==> src/rtl/regfile_pkg.sv <==
// -----------------------------------------------------------------------------
// regfile_pkg
// Shared types and helpers for the scoreboarded register file.
//   rf_state_t : bulk-clear sequencer state (RF_IDLE / RF_CLEAR)
//   addr_w()   : register-id width for a given register count
// -----------------------------------------------------------------------------
package regfile_pkg;

    typedef enum logic [0:0] {
        RF_IDLE  = 1'b0,
        RF_CLEAR = 1'b1
    } rf_state_t;

    // A single-register file would give $clog2 == 0, so the id width is
    // floored at one bit to keep every port a legal vector.
    function automatic int addr_w(input int depth);
        return (depth > 1) ? $clog2(depth) : 1;
    endfunction

endpackage

==> src/rtl/regfile_sb_clear_seq.sv <==
// -----------------------------------------------------------------------------
// regfile_sb_clear_seq
// Bulk-clear sequencer: once started it walks a pointer from register 0 to
// register DEPTH-1, one register per cycle, then returns to idle.
// Ports:
//   Clock        in   rising-edge clock
//   Reset        in   asynchronous, active-low reset
//   i_clr_req    in   start request, sampled only while idle
//   o_clr_we     out  clear-write strobe for the register array
//   o_clr_addr   out  register currently being cleared
//   o_clr_busy   out  high for exactly DEPTH cycles per clear
// -----------------------------------------------------------------------------
module regfile_sb_clear_seq
    import regfile_pkg::*;
#(
    parameter int DEPTH  = 4,
    parameter int ADDR_W = 2
) (
    input  logic              Clock,
    input  logic              Reset,
    input  logic              i_clr_req,
    output logic              o_clr_we,
    output logic [ADDR_W-1:0] o_clr_addr,
    output logic              o_clr_busy
);

    localparam logic [ADDR_W-1:0] LAST = ADDR_W'(DEPTH - 1);

    rf_state_t         r_state;
    logic [ADDR_W-1:0] r_ptr;

    // The pointer is parked at zero when the walk ends so it never wraps;
    // a request still high on the idle cycle simply starts a fresh walk.
    always_ff @(posedge Clock or negedge Reset) begin
        if (!Reset) begin
            r_state <= RF_IDLE;
            r_ptr   <= '0;
        end else begin
            case (r_state)
                RF_IDLE: begin
                    if (i_clr_req) begin
                        r_state <= RF_CLEAR;
                        r_ptr   <= '0;
                    end
                end
                RF_CLEAR: begin
                    if (r_ptr == LAST) begin
                        r_state <= RF_IDLE;
                        r_ptr   <= '0;
                    end else begin
                        r_ptr <= r_ptr + 1'b1;
                    end
                end
                default: begin
                    r_state <= RF_IDLE;
                    r_ptr   <= '0;
                end
            endcase
        end
    end

    assign o_clr_busy = (r_state == RF_CLEAR);
    assign o_clr_we   = (r_state == RF_CLEAR);
    assign o_clr_addr = r_ptr;

endmodule

==> src/rtl/regfile_sb.sv <==
// -----------------------------------------------------------------------------
// regfile_sb
// Register file with two combinational read ports, one synchronous write port,
// a per-register busy scoreboard and a sequenced bulk clear.
// Ports:
//   Clock, Reset        rising-edge clock, asynchronous active-low reset
//   N1/Q1/BUSY1         read port 1: id, data, scoreboard bit
//   N2/Q2/BUSY2         read port 2: id, data, scoreboard bit
//   ND/DI/REG_WE        write-back: id, data, enable (clears busy)
//   NI/ISSUE            issue: destination id, enable (sets busy)
//   CLR_REQ/CLR_BUSY    bulk-clear request / clear in progress
// Build option:
//   REGFILE_BYPASS_EN   forwards the write-back data and busy onto a read port
//                       in the same cycle when the ids match.
// -----------------------------------------------------------------------------
module regfile_sb
    import regfile_pkg::*;
#(
    parameter int WIDTH    = 8,
    parameter int DEPTH    = 4,
    parameter int ZERO_REG = 0,
    localparam int ADDR_W  = addr_w(DEPTH)
) (
    input  logic              Clock,
    input  logic              Reset,
    input  logic [ADDR_W-1:0] N1,
    output logic [WIDTH-1:0]  Q1,
    output logic              BUSY1,
    input  logic [ADDR_W-1:0] N2,
    output logic [WIDTH-1:0]  Q2,
    output logic              BUSY2,
    input  logic [ADDR_W-1:0] ND,
    input  logic [WIDTH-1:0]  DI,
    input  logic              REG_WE,
    input  logic [ADDR_W-1:0] NI,
    input  logic              ISSUE,
    input  logic              CLR_REQ,
    output logic              CLR_BUSY
);

    logic [WIDTH-1:0]  r_regs [DEPTH];
    logic [DEPTH-1:0]  r_busy;

    logic              w_clrWe;
    logic [ADDR_W-1:0] w_clrAddr;
    logic              w_clrBusy;
    logic              w_we;
    logic              w_issue;

    function automatic logic isZeroReg(input logic [ADDR_W-1:0] id);
        return (ZERO_REG != 0) && (id == '0);
    endfunction

    regfile_sb_clear_seq #(
        .DEPTH  (DEPTH),
        .ADDR_W (ADDR_W)
    ) u_clearSeq (
        .Clock      (Clock),
        .Reset      (Reset),
        .i_clr_req  (CLR_REQ),
        .o_clr_we   (w_clrWe),
        .o_clr_addr (w_clrAddr),
        .o_clr_busy (w_clrBusy)
    );

    assign CLR_BUSY = w_clrBusy;

    // Writes and issues are dropped, not stalled, while a clear runs; the
    // hard-wired zero register swallows them as well.
    assign w_we    = REG_WE && !w_clrBusy && !isZeroReg(ND);
    assign w_issue = ISSUE  && !w_clrBusy && !isZeroReg(NI);

    // Issue is applied after write-back so that when both target the same
    // register the data lands but the register stays busy.
    always_ff @(posedge Clock or negedge Reset) begin
        if (!Reset) begin
            for (int i = 0; i < DEPTH; i++) begin
                r_regs[i] <= '0;
            end
            r_busy <= '0;
        end else if (w_clrWe) begin
            r_regs[w_clrAddr] <= '0;
            r_busy[w_clrAddr] <= 1'b0;
        end else begin
            if (w_we) begin
                r_regs[ND] <= DI;
                r_busy[ND] <= 1'b0;
            end
            if (w_issue) begin
                r_busy[NI] <= 1'b1;
            end
        end
    end

    // Read ports; the zero register override is applied last so it also
    // masks any forwarded value.
    always_comb begin
        Q1    = r_regs[N1];
        BUSY1 = r_busy[N1];
        Q2    = r_regs[N2];
        BUSY2 = r_busy[N2];
`ifdef REGFILE_BYPASS_EN
        if (w_we && (ND == N1)) begin
            Q1    = DI;
            BUSY1 = w_issue && (NI == ND);
        end
        if (w_we && (ND == N2)) begin
            Q2    = DI;
            BUSY2 = w_issue && (NI == ND);
        end
`endif
        if (isZeroReg(N1)) begin
            Q1    = '0;
            BUSY1 = 1'b0;
        end
        if (isZeroReg(N2)) begin
            Q2    = '0;
            BUSY2 = 1'b0;
        end
    end

endmodule

==> config.mk <==
export PLATFORM = sky130hd
export DESIGN_NAME = regfile_sb
export DESIGN_NICKNAME = d
export VERILOG_FILES = /design/src/rtl/regfile_pkg.sv /design/src/rtl/regfile_sb_clear_seq.sv /design/src/rtl/regfile_sb.sv
export SDC_FILE = /design/constraint.sdc
export NUM_CORES = 1
export LEC_CHECK = 0
export CAP_MARGIN = 0
export CORE_MARGIN = 4
export CORE_UTILIZATION = 49
export DETAILED_ROUTE_END_ITERATION = 10
export PLACE_DENSITY = 0.79
export SLEW_MARGIN = 20
export SYNTH_ARGS = -nofsm -noshare
export SYNTH_HDL_FRONTEND = slang
export SYNTH_HIERARCHICAL = 1
export SYNTH_SLANG_ARGS = --single-unit
==> constraint.sdc <==
create_clock -name Clock -period 2.7 [get_ports Clock]
set_input_delay 0.81 -clock Clock [delete_from_list [all_inputs] [get_ports Clock]]
set_output_delay 0.81 -clock Clock [all_outputs]
set_load 0.03 [all_outputs]
==> run summary <==
Outcome = finished clean
Initial Utilization = 51.9%
CTS root buf = clkbuf_8
Crit share post-route = 97.2%
DRC = 0
Largest net degree at the start of global routing = 40
Max Fanout on Critical Path = 5
LEAKAGE = 1.31 nW
Synthesized area = 0.00212 mm²
Core Area = 0.00409 mm²
Seq/Total Area, Yosys = 46.0%
Clk_lat worst skew = 0.28 ns
Worst path slowest cell = mux4_2
Yosys Warn Count = 6
Clock buffer count from CTS = 5
Max Clk Rate = 381 MHz
Synthesized flop and latch total = 39
CP required = 1.89 ns
TritonCTS clock tree = done
Max clock buf depth = 2
DR vias = 1571
H-tree levels = 2
Final WS setup = 0.0754 ns
DR vias/cell = 5.91
Fin cells = 266
Dpl cells = 255
Die ar. = 0.00544 mm²
Final setup vio count = 0
CP Capture Type = output pin
Startpoint types = input pin
Congestion Overflow GR = 0
Prevailing post-synth register cell = dfrtp_1
Vias in the first global route = 1733
Ys async rst share = 100%
Storage cell area = 976 µm²
DR WL/cell = 19.8 µm
Tmin final = 2.62 ns
Arrival time at the worst endpoint = 1.81 ns
Die Span X = 73.8 µm
Post-route ant nets = 0
Height of the chip = 73.8 µm
First-pass GRT wire length = 8720 µm
WP buf/inv = 3
Initial antenna violation count = 0
Max-Cap Viols = 0
Avg Cell Area, Syn = 12.8 µm²
Antenna Cells = 0
FP Rows = 23
Relative slew slack = 67.4%
Pre-antenna DRT Iters = 4
Power per Cell Area = 851 mW/mm²
RSZ-0062 raised after global routing = false
Proportion of layout cells with a drive suffix above 1 = 27.8%
CP max stage delay = 0.50 ns
Post-cts hold buffer count = 0
Post-DP Area = 0.00260 mm²
Fin Setup TNS = 0 ns
Gr usage total = 22.0%
Slew Limit Fails = 0
Dpl hpwl = 3770 µm
Syn Nets = 187
Routability cong. = 0.815
Fin util = 66.0%
Syn Inst Count = 165
Maximum VDD drop = 0.000500 V
Clock sink total = 39
Hold crit path type = register to register
Pre-CTS setup slack = -0.723 ns
Initial DRC Count = 126
Fillers = 322
Post-Route WL = 5280 µm
Crit path cell chain = buf_2 -> buf_12 -> mux4_2 -> buf_4
Fin Clk Skew = 0.00526 ns
Post-synth EDFFs = 0
Post-layout net count = 237
Commonest non-fill, non-tap cell in the layout = dfrtp_1
WS Path Type = input pin to output pin
Top delay family on crit path = multiplexers
Layout area overhead = 27.3%
Footprint of the multi-input gates = 0.00103 mm²
Port buffer count = 39
Worst-path clk slew = 0.07 ns
Final Hold Vio Count = 0
Most frequent cells in the layout = dfrtp_1 (39), nand2_1 (34), mux2i_1 (32), mux4_2 (18), clkdlybuf4s50_1 (17)
Cell area after layout = 0.00270 mm²
IO Pins = 40
Netlist cell types = 26
Worst-Margin Slew = 0.488 ns
-- worst min-delay path, cell delays in order, from the launching register on --
cell     delay, ns
dfrtp_1       0.40
nand2_1       0.06
mux2i_1       0.05
-- final cells by class --
type | instances | share of cell area, %
Clock inverter | 1 | 0.185
Tap cell | 50 | 2.32
Timing Repair Buffer | 53 | 19.0
Sequential cell | 39 | 36.2
Inverter | 10 | 1.39
Clock buffer | 7 | 2.83
Multi-Input combinational cell | 106 | 38.2
-- what timing repair did --
item | in CTS | in global routing
gates resized for setup | 120 | 0
setup endpoints to repair | 18 | 0
setup buffers | 1 | 0
-- logic make-up after synthesis --
| kind of cell | count (synthesis) | share of synthesized area (%) |
|---|---|---|
| simple gates | 48 | 11.0 |
| buf+inv | 20 | 5.37 |
| mux | 50 | 34.2 |
| fa+ha+maj | 1 | 0.590 |
| flops | 39 | 46.0 |
| compound gates | 7 | 2.72 |
-- layer usage --
metal  wire (µm)  up-vias  global-route usage, %
met5           0        -                      0
met3         258       15                   4.79
met2        2850       58                   38.0
met1        2010      796                   25.9
li1            -      702                      -
met4         153        0                   10.5
-- per-stage QoR --
stage	hold WS [ns]	power (W)
2_1_floorplan	0.504	0.00160
3_3_place_gp	0.519	0.00189
3_5_place_dp	0.540	0.00196
4_1_cts	0.549	0.00230
5_1_grt	0.563	0.00243
6_report	0.549	0.00230
-- synth_stat cells, types with 2 or more instances --
cell       n  share of area, %
buf_6      3               1.6
buf_4      3               1.1
nand2_1   34               6.0
buf_2      4              0.94
mux2i_1   32                15
dfrtp_1   39                46
inv_1     10               1.8
a32o_1     2              0.94
nand2b_1   2              0.59
mux4_2    18                19
o32ai_1    2              0.83
nand3b_1   2              0.71
-- registers in the layout (all words and copies together), names as in the netlist --
register,count
u_clearSeq/o_clr_busy,1
u_clearSeq/o_clr_addr,2
r_regs,32
r_busy,4
-- power by group --
group	switching [W]	total, W	internal [W]
Combinational	0.000531	0.000969	0.000438
Sequential	0.000182	0.000960	0.000778
Clock	0.000186	0.000367	0.000181
-- final timing paths --
path,slack (ns),cells after the start,end,startpoint
max in group asynchronous,1.40,2,r_regs[13],Reset
worst max register to register,0.97,4,r_regs[17],u_clearSeq/o_clr_busy
worst min register to register,0.55,2,r_regs[30],r_regs[30]
min in group asynchronous,0.95,2,u_clearSeq/o_clr_addr[0],Reset
worst max-delay path,0.08,4,Q2[5],N2[0]
worst min-delay path,0.55,2,r_regs[30],r_regs[30]
Note: power is estimated with default switching activity, not from simulation.
